[src/rtl/sort_arbiter.sv]
`default_nettype none
// ============================================================================
// Module   : sort_arbiter
// Purpose  : Round-robin sharing of one 8x4-bit sort engine between two
//            requesters, with completion timeout and registered response.
// Revision : 1.0
// ============================================================================
module sort_arbiter #(
    parameter int N       = 8,
    parameter int W       = 4,
    parameter int TIMEOUT = 64,
    parameter int CW      = 7
) (
    input  logic           clk,
    input  logic           rst,
    input  logic           req0_valid,
    output logic           req0_ready,
    input  logic [N*W-1:0] req0_data,
    input  logic           req1_valid,
    output logic           req1_ready,
    input  logic [N*W-1:0] req1_data,
    output logic           rsp0_valid,
    input  logic           rsp0_ready,
    output logic           rsp1_valid,
    input  logic           rsp1_ready,
    output logic [N*W-1:0] rsp_data,
    output logic           rsp_err,
    output logic           sort_load,
    output logic [N*W-1:0] sort_data,
    input  logic           sort_done,
    input  logic [N*W-1:0] sort_result,
    output logic           busy
);

    typedef enum logic [1:0] {
        ST_IDLE = 2'd0,
        ST_LOAD = 2'd1,
        ST_WAIT = 2'd2,
        ST_RESP = 2'd3
    } state_t;

    localparam logic [CW-1:0] C_CNT_LAST = CW'(TIMEOUT - 1);

    state_t        r_state;
    state_t        w_state_next;
    logic          r_grant;
    logic          r_ptr;
    logic [CW-1:0] r_cnt;
    logic          w_accept;
    logic          w_grant_id;
    logic          w_timeout;
    logic          w_rsp_taken;

    assign busy        = (r_state != ST_IDLE);
    assign w_timeout   = (r_cnt == C_CNT_LAST);
    assign w_rsp_taken = r_grant ? rsp1_ready : rsp0_ready;

    always_comb begin
        w_state_next = r_state;
        w_accept     = 1'b0;
        req0_ready   = 1'b0;
        req1_ready   = 1'b0;
        sort_load    = 1'b0;
        rsp0_valid   = 1'b0;
        rsp1_valid   = 1'b0;
        // A lone requester wins outright; the pointer only breaks ties.
        w_grant_id   = (req0_valid && req1_valid) ? r_ptr : !req0_valid;
        case (r_state)
            ST_IDLE: begin
                if (req0_valid || req1_valid) begin
                    w_accept     = 1'b1;
                    req0_ready   = !w_grant_id;
                    req1_ready   = w_grant_id;
                    w_state_next = ST_LOAD;
                end
            end
            ST_LOAD: begin
                sort_load    = 1'b1;
                w_state_next = ST_WAIT;
            end
            ST_WAIT: begin
                if (sort_done || w_timeout) begin
                    w_state_next = ST_RESP;
                end
            end
            ST_RESP: begin
                rsp0_valid = !r_grant;
                rsp1_valid = r_grant;
                if (w_rsp_taken) begin
                    w_state_next = ST_IDLE;
                end
            end
            default: w_state_next = ST_IDLE;
        endcase
    end

    always_ff @(posedge clk or negedge rst) begin
        if (!rst) begin
            r_state <= ST_IDLE;
        end else begin
            r_state <= w_state_next;
        end
    end

    always_ff @(posedge clk or negedge rst) begin
        if (!rst) begin
            r_grant   <= 1'b0;
            r_ptr     <= 1'b0;
            r_cnt     <= '0;
            sort_data <= '0;
            rsp_data  <= '0;
            rsp_err   <= 1'b0;
        end else begin
            if (w_accept) begin
                sort_data <= w_grant_id ? req1_data : req0_data;
                r_grant   <= w_grant_id;
                r_ptr     <= !w_grant_id;
            end
            if (r_state == ST_LOAD) begin
                r_cnt <= '0;
            end
            if (r_state == ST_WAIT) begin
                // Completion takes precedence over a coincident timeout.
                if (sort_done) begin
                    rsp_data <= sort_result;
                    rsp_err  <= 1'b0;
                end else if (w_timeout) begin
                    rsp_data <= '0;
                    rsp_err  <= 1'b1;
                end else begin
                    r_cnt <= r_cnt + 1'b1;
                end
            end
        end
    end

endmodule
`default_nettype wire

[config.mk]
export PLATFORM = sky130hd
export DESIGN_NAME = sort_arbiter
export DESIGN_NICKNAME = d
export VERILOG_FILES = /design/src/rtl/sort_arbiter.sv
export SDC_FILE = /design/constraint.sdc
export NUM_CORES = 1
export LEC_CHECK = 0
export CAP_MARGIN = 20
export CORE_UTILIZATION = 25
export CTS_CLUSTER_DIAMETER = 80
export DETAILED_ROUTE_END_ITERATION = 7
export HOLD_SLACK_MARGIN = 0.12
export PLACE_DENSITY = 0.55
export SLEW_MARGIN = 20
export SYNTH_ARGS = -nofsm -noshare
export SYNTH_HDL_FRONTEND = slang
export SYNTH_SLANG_ARGS = --single-unit
[constraint.sdc]
create_clock -name clk -period 1.7 [get_ports clk]
set_clock_uncertainty 0.05 [all_clocks]
set_input_delay 0.34 -clock clk [delete_from_list [all_inputs] [get_ports clk]]
set_output_delay 0.34 -clock clk [all_outputs]
set_load 0.05 [all_outputs]
After elaboration in Yosys (flattened, before gate mapping)
Index checks and enable logic that the tools add are counted.
Widths: inputs -> output; s select.
{ "word_totals": {"out_inout_bits": 71, "in_bits": 103, "elab_cells": 50, "regBits": 76} }
{ "op_classes": {"n_eq_ne": 7, "mux": 24, "n_addsub": 1, "n_reduce_logical": 11} }
{ "op_table": {"columns": ["op", "n"], "rows": [
  ["$mux 32", 3],
  ["$mux 7", 4],
  ["$mux 1", 13],
  ["$pmux 2 s4", 1],
  ["$add 7x1->7 const B", 1],
  ["$eq 7x6->1 const B", 1],
  ["$mux 2", 3],
  ["$ne 2x2->1 const B", 3],
  ["$eq 2x2->1 const B", 2],
  ["$reduce_bool 2->1", 2],
  ["$logic_not 1->1", 3],
  ["$reduce_and 3->1", 1],
  ["$eq 2x1->1 const B", 1],
  ["$logic_not 2->1", 1],
  ["$logic_or 1x1->1", 2],
  ["$reduce_and 2->1", 1],
  ["$logic_and 1x1->1", 1]
]} }

Longest topological paths before layout
{ "depth": {"depth_word": 5, "ltp_mapped": 7, "mapped_depth_nobuf": 6} }

Worst setup path before layout
OpenSTA, ideal clock, no wires.
{ "synth_path": {"path_kind": "flip-flop to flip-flop", "start": "reg r_state[0]", "end": "reg sort_data[19]", "arrival_time_ps": 1848, "path_slack_ps": -265, "required_time_ps": 1582, "setup_ps": 68, "path_stages_with_launch": 8, "path_cell_list": "dfrtp_1 -> inv_1 -> ha_1 -> nand2_1 -> a21oi_1 -> clkbuf_1 -> a222oi_1 -> inv_1"} }
{ "synth_between": {"elab_chain_cells": 2} }
{ "synth_lines": {"columns": ["item", "line_no", "rtl"], "rows": [
  ["start: declaration", "44", "state_t r_state;"],
  ["start signal: assignment", "101", "r_state <= w_state_next;"],
  ["$logic_not 2->1", "68", "case (r_state)"],
  ["$mux 1", "68", null],
  ["end signal: assignment", "115", "sort_data <= w_grant_id ? req1_data : req0_data;"],
  ["end: declaration", "29", "output logic [N*W-1:0] sort_data,"]
]} }
Every way passes these cells.
A chain may end at the register's enable or synchronous reset.

Worst setup path in the final report
{ "layout_path": {"start": "in req1_valid", "end": "out req0_ready"} }
{ "layout_between": {"elab_chain_cells": 5, "word_cells_on_any_way": 6, "classes_between": "3 x mux; 3 x reduce/logical"} }
{ "layout_lines": {"columns": ["item", "line_no", "rtl"], "rows": [
  ["start: declaration", "19", "input logic req1_valid,"],
  ["$logic_and 1x1->1", "67", "w_grant_id = (req0_valid && req1_valid) ? r_ptr : !req0_valid;"],
  ["$mux 1", "67", null],
  ["$logic_not 1->1", "72", "req0_ready = !w_grant_id;"],
  ["$mux 1 *", "70", "if (req0_valid || req1_valid) begin"],
  ["$mux 1 *", "68", null],
  ["end: declaration", "17", "output logic req0_ready,"]
]} }
Mark *: on every way between the ends. The rest lies on a longest branch, timed or not.

==> results.md <==
- The max-cap check violation count is 0.
- For this run, global-route usage on met2 was measured as 23.8%.
- After synthesis the netlist holds a flip-flop and latch count of 76.
- For the worst setup path, the data arrival time is 1.48 ns.
- Summed over all cells, the static leakage comes to 2.83 nW.
- The critical path required time is 1.31 ns.
- The placed instances occupy a cell area of 5220 sq um.
- Final hold analysis gives a worst-case slack of 0.387 ns.
- The average size of a mapped cell is 12.4 sq um.
- In this run the worst hold path is classified as in -> async.
- The all-layer global routing usage is 14.9%.
- Global routing consumed, on the met1 layer, 18.4% of the routing resources.
- The final layout net count is 571.
- The worst max-slew margin expressed relative to the limit is 79.2%.
- Of the post-synthesis cell area, the dominant cell type holds 60.4%.
- The wire length reported by the detailed router is 9840 um.
- The setup path with the least slack is of type in -> out.
- The ratio of routed vias to standard cells is 4.62.
- Once routing completed, OpenROAD measured the worst setup slack at -0.174 ns.
- Dividing the final minimum period by the clock period gives 110%.
- The clock tree from TritonCTS is built.
- The width of the die is 114 um.
- After legalization and detailed placement, the total HPWL measured 6970 um.
- The dominant cell type by area after synthesis is dfrtp_1.
- The number of input and output port buffers inserted is 173.
- 174 I/O pins were placed.
- The slowest stage of the critical path belongs to the cell clkdlybuf4s50_1.
- met2 is the most crowded layer.
- Traced cell by cell, the critical path runs through clkdlybuf4s50_1 -> a21boi_2 -> and2_4 -> buf_12 -> buf_12.
- The run finished, with violations left.
- The largest single stage delay on the critical path is 0.50 ns.
- The die height is 114 um.
- The number of diodes is 0.
- Power spread over the standard cell area amounts to 2110 nW/um^2.
- In this run the deepest clock path goes through 2 buffers.
- The number of nets in the synthesized netlist is 363.
- The total count of max-transition violations in the final report was 0.
- The number of CTS-inserted buffers is 9.
- The capturing element type of the critical path is an output port.
- Setup repair after global routing could not meet its margin everywhere.
- The detailed-route via count is 2932.
- The filler cell count is 1122.
- The core region is 12200 sq um.
- Entering global routing, the biggest net connects 37 pins.
- The worst setup path is launched from a primary input.
- Of all nets on the critical path, the largest fanout is 10.
- The final cell area excluding filler cells is 5760 sq um.
- Sequential elements use 60.4% of the synthesized area.
- The number of global-route vias before repair was 2974.
- For the pin with the worst max-slew slack, the measured transition is 0.311 ns.
- The minimum clock period is 1.87 ns.
- The maximum clock frequency is 0.534 GHz.
- In the layout the commonest cells are clkdlybuf4s50_1 (101), buf_4 (91), dfrtp_1 (76).
- Synthesis handed over a netlist of 254 instances.
- Clock-pin slew was measured on the worst setup and hold paths at 0.06 ns.
- After floorplanning, the core was divided into 40 placement rows.
- Of the cells placed in the final design, the portion with a size suffix greater than 1 is 32.3%.
- The checks that failed: negative setup slack.
- The total number of H-tree levels is 3.
- The routability congestion estimate is 0.710.
- The first global-routing pass estimated 14900 um of wire.
- The maximum vdd ir drop is 1040 uV.
- The number of antenna violations at the first check in global routing is 0.
- The clock sink total is 76.
- The number of design-rule violations left by the first detailed-router iteration is 215.
- For this run, the number of Yosys warnings is 0.
- The final hold violation count is 0.
- The most numerous cell on the critical path is buf_12.
- Global routing consumed, on the met3 layer, 4.18% of the routing resources.
- The die covers 13100 sq um.
- The netlist uses 29 different library cells.
- By area the synthesized netlist is led by dfrtp_1 (60%), a22o_1 (9.2%), a222oi_1 (8.9%).
- For this run, design rule violations remaining after detail routing come to 0.
- The most common cell after layout, fill and taps aside is clkdlybuf4s50_1.
- The sum of overflow across all layers after global routing is 0.
- Summing every instance area after synthesis gives 3150 sq um.
- The initial cell density of the core is 25.9%.
- Setup violations remaining at the end of the flow were counted as 7.
- The residual antenna-violating net count after detailed routing is 0.
- The cell at the root of the clock tree is clkbuf_16.
- For this run, the detailed router's first-pass iteration total came to 6.
- The average wire per standard cell is 15.5 um.
- For the worst-skew pair, the clock arrives at the later sink with an insertion delay of 0.33 ns.
- The layout-stage area growth over the synthesis result is 83.0%.
## power by group
part	leakage, nW	switching (mW)	internal [mW]
clock network	0.150	0.788	1.14
registers	0.957	0.509	2.61
logic	1.72	4.31	2.78
total	2.83	5.61	6.54
## registers in the layout, indices dropped and copies added (netlist names)
register   flops
r_cnt          7
sort_data     32
rsp_err        1
r_state        2
r_ptr          1
rsp_data      32
r_grant        1
## area by class of cell
type / count / area (sq um) / area share, %
inverters: 36 / 135 / 2.34
flip-flops and latches: 76 / 1900 / 33.0
repair buffers: 214 / 2070 / 36.0
well taps: 168 / 210 / 3.65
multi-input cells: 125 / 1140 / 19.8
clock buffers: 9 / 225 / 3.91
clock inverters: 7 / 75.1 / 1.30
## layer usage
metal / routed length, um / share of wire, %
met1: 4040 / 41
met2: 4920 / 50
met3: 664 / 6.7
met4: 218 / 2.2
met5: 0 / 0
## critical path, delay by kind of cell
kind	cells	cell delay (ns)
AOI/OAI and AO/OA	1	0.20
buffers and inverters	3	0.75
and+or+nand+nor	1	0.18
## synth_stat cells (all sizes together)
cell type and instances:
o31ai 1, and2 3, mux2i 9, nor2b 1, ha 6, nor2 3, o21a 1, and2b 1
mux2 1, nand2 9, clkbuf 14, a21oi 5, a21o 3, nand3 3, or3 1, nor3 3
nand2b 1, dfrtp 76, o21ai 9, a21boi 1, a222oi 28, buf 3, o311ai 1, and3 1
inv 36, a211oi 1, a22o 33
## final timing paths
path / from / to / slack [ns] / cells after the start
worst max-delay path: req1_valid / req0_ready / -0.17 / 5
worst min-delay path: rst / rsp_data[20] / 0.39 / 2
worst max register to register: r_state[1] / r_state[1] / -0.08 / 7
worst min register to register: sort_data[10] / sort_data[10] / 0.44 / 2
max in group asynchronous: rst / sort_data[6] / 0.63 / 3
min in group clk: sort_data[10] / sort_data[10] / 0.44 / 2
## logic make-up after synthesis
group | Yosys count | synth area share [%]
AO/OA/AOI/OAI | 83 | 23.0
flip-flops | 76 | 60.4
buffers and inverters | 53 | 6.43
AND/OR/NAND/NOR | 26 | 4.45
multiplexers | 10 | 3.34
adder cells (fa/ha/maj) | 6 | 2.38
## stage by stage
| step | util, % | std cells | TNS (ns) | setup slack (ns) | power, mW |
|---|---|---|---|---|---|
| floorplan | - | 254 | -0.0549 | -0.0549 | 7.26 |
| global placement | 42.9 | 606 | -4.52 | -0.187 | 9.74 |
| detailed placement | 42.9 | 606 | -6.35 | -0.236 | 9.80 |
| CTS | 46.2 | 627 | -0.712 | -0.191 | 12.0 |
| global route | 47.4 | 635 | -1.37 | -0.242 | 12.8 |
| finish | 47.4 | 635 | -0.797 | -0.174 | 12.1 |
## timing repair
item                                    in CTS  in global routing
pin swaps                                    2                 14
endpoints found under the setup margin      25                 47
endpoints found under the hold margin       20                  0
gates resized for setup                     13                 16
cloned                                       0                  3
buffers inserted                             5                  5
hold buffers                                 1                  0
No activity file was read; power rests on OpenSTA's default activity.
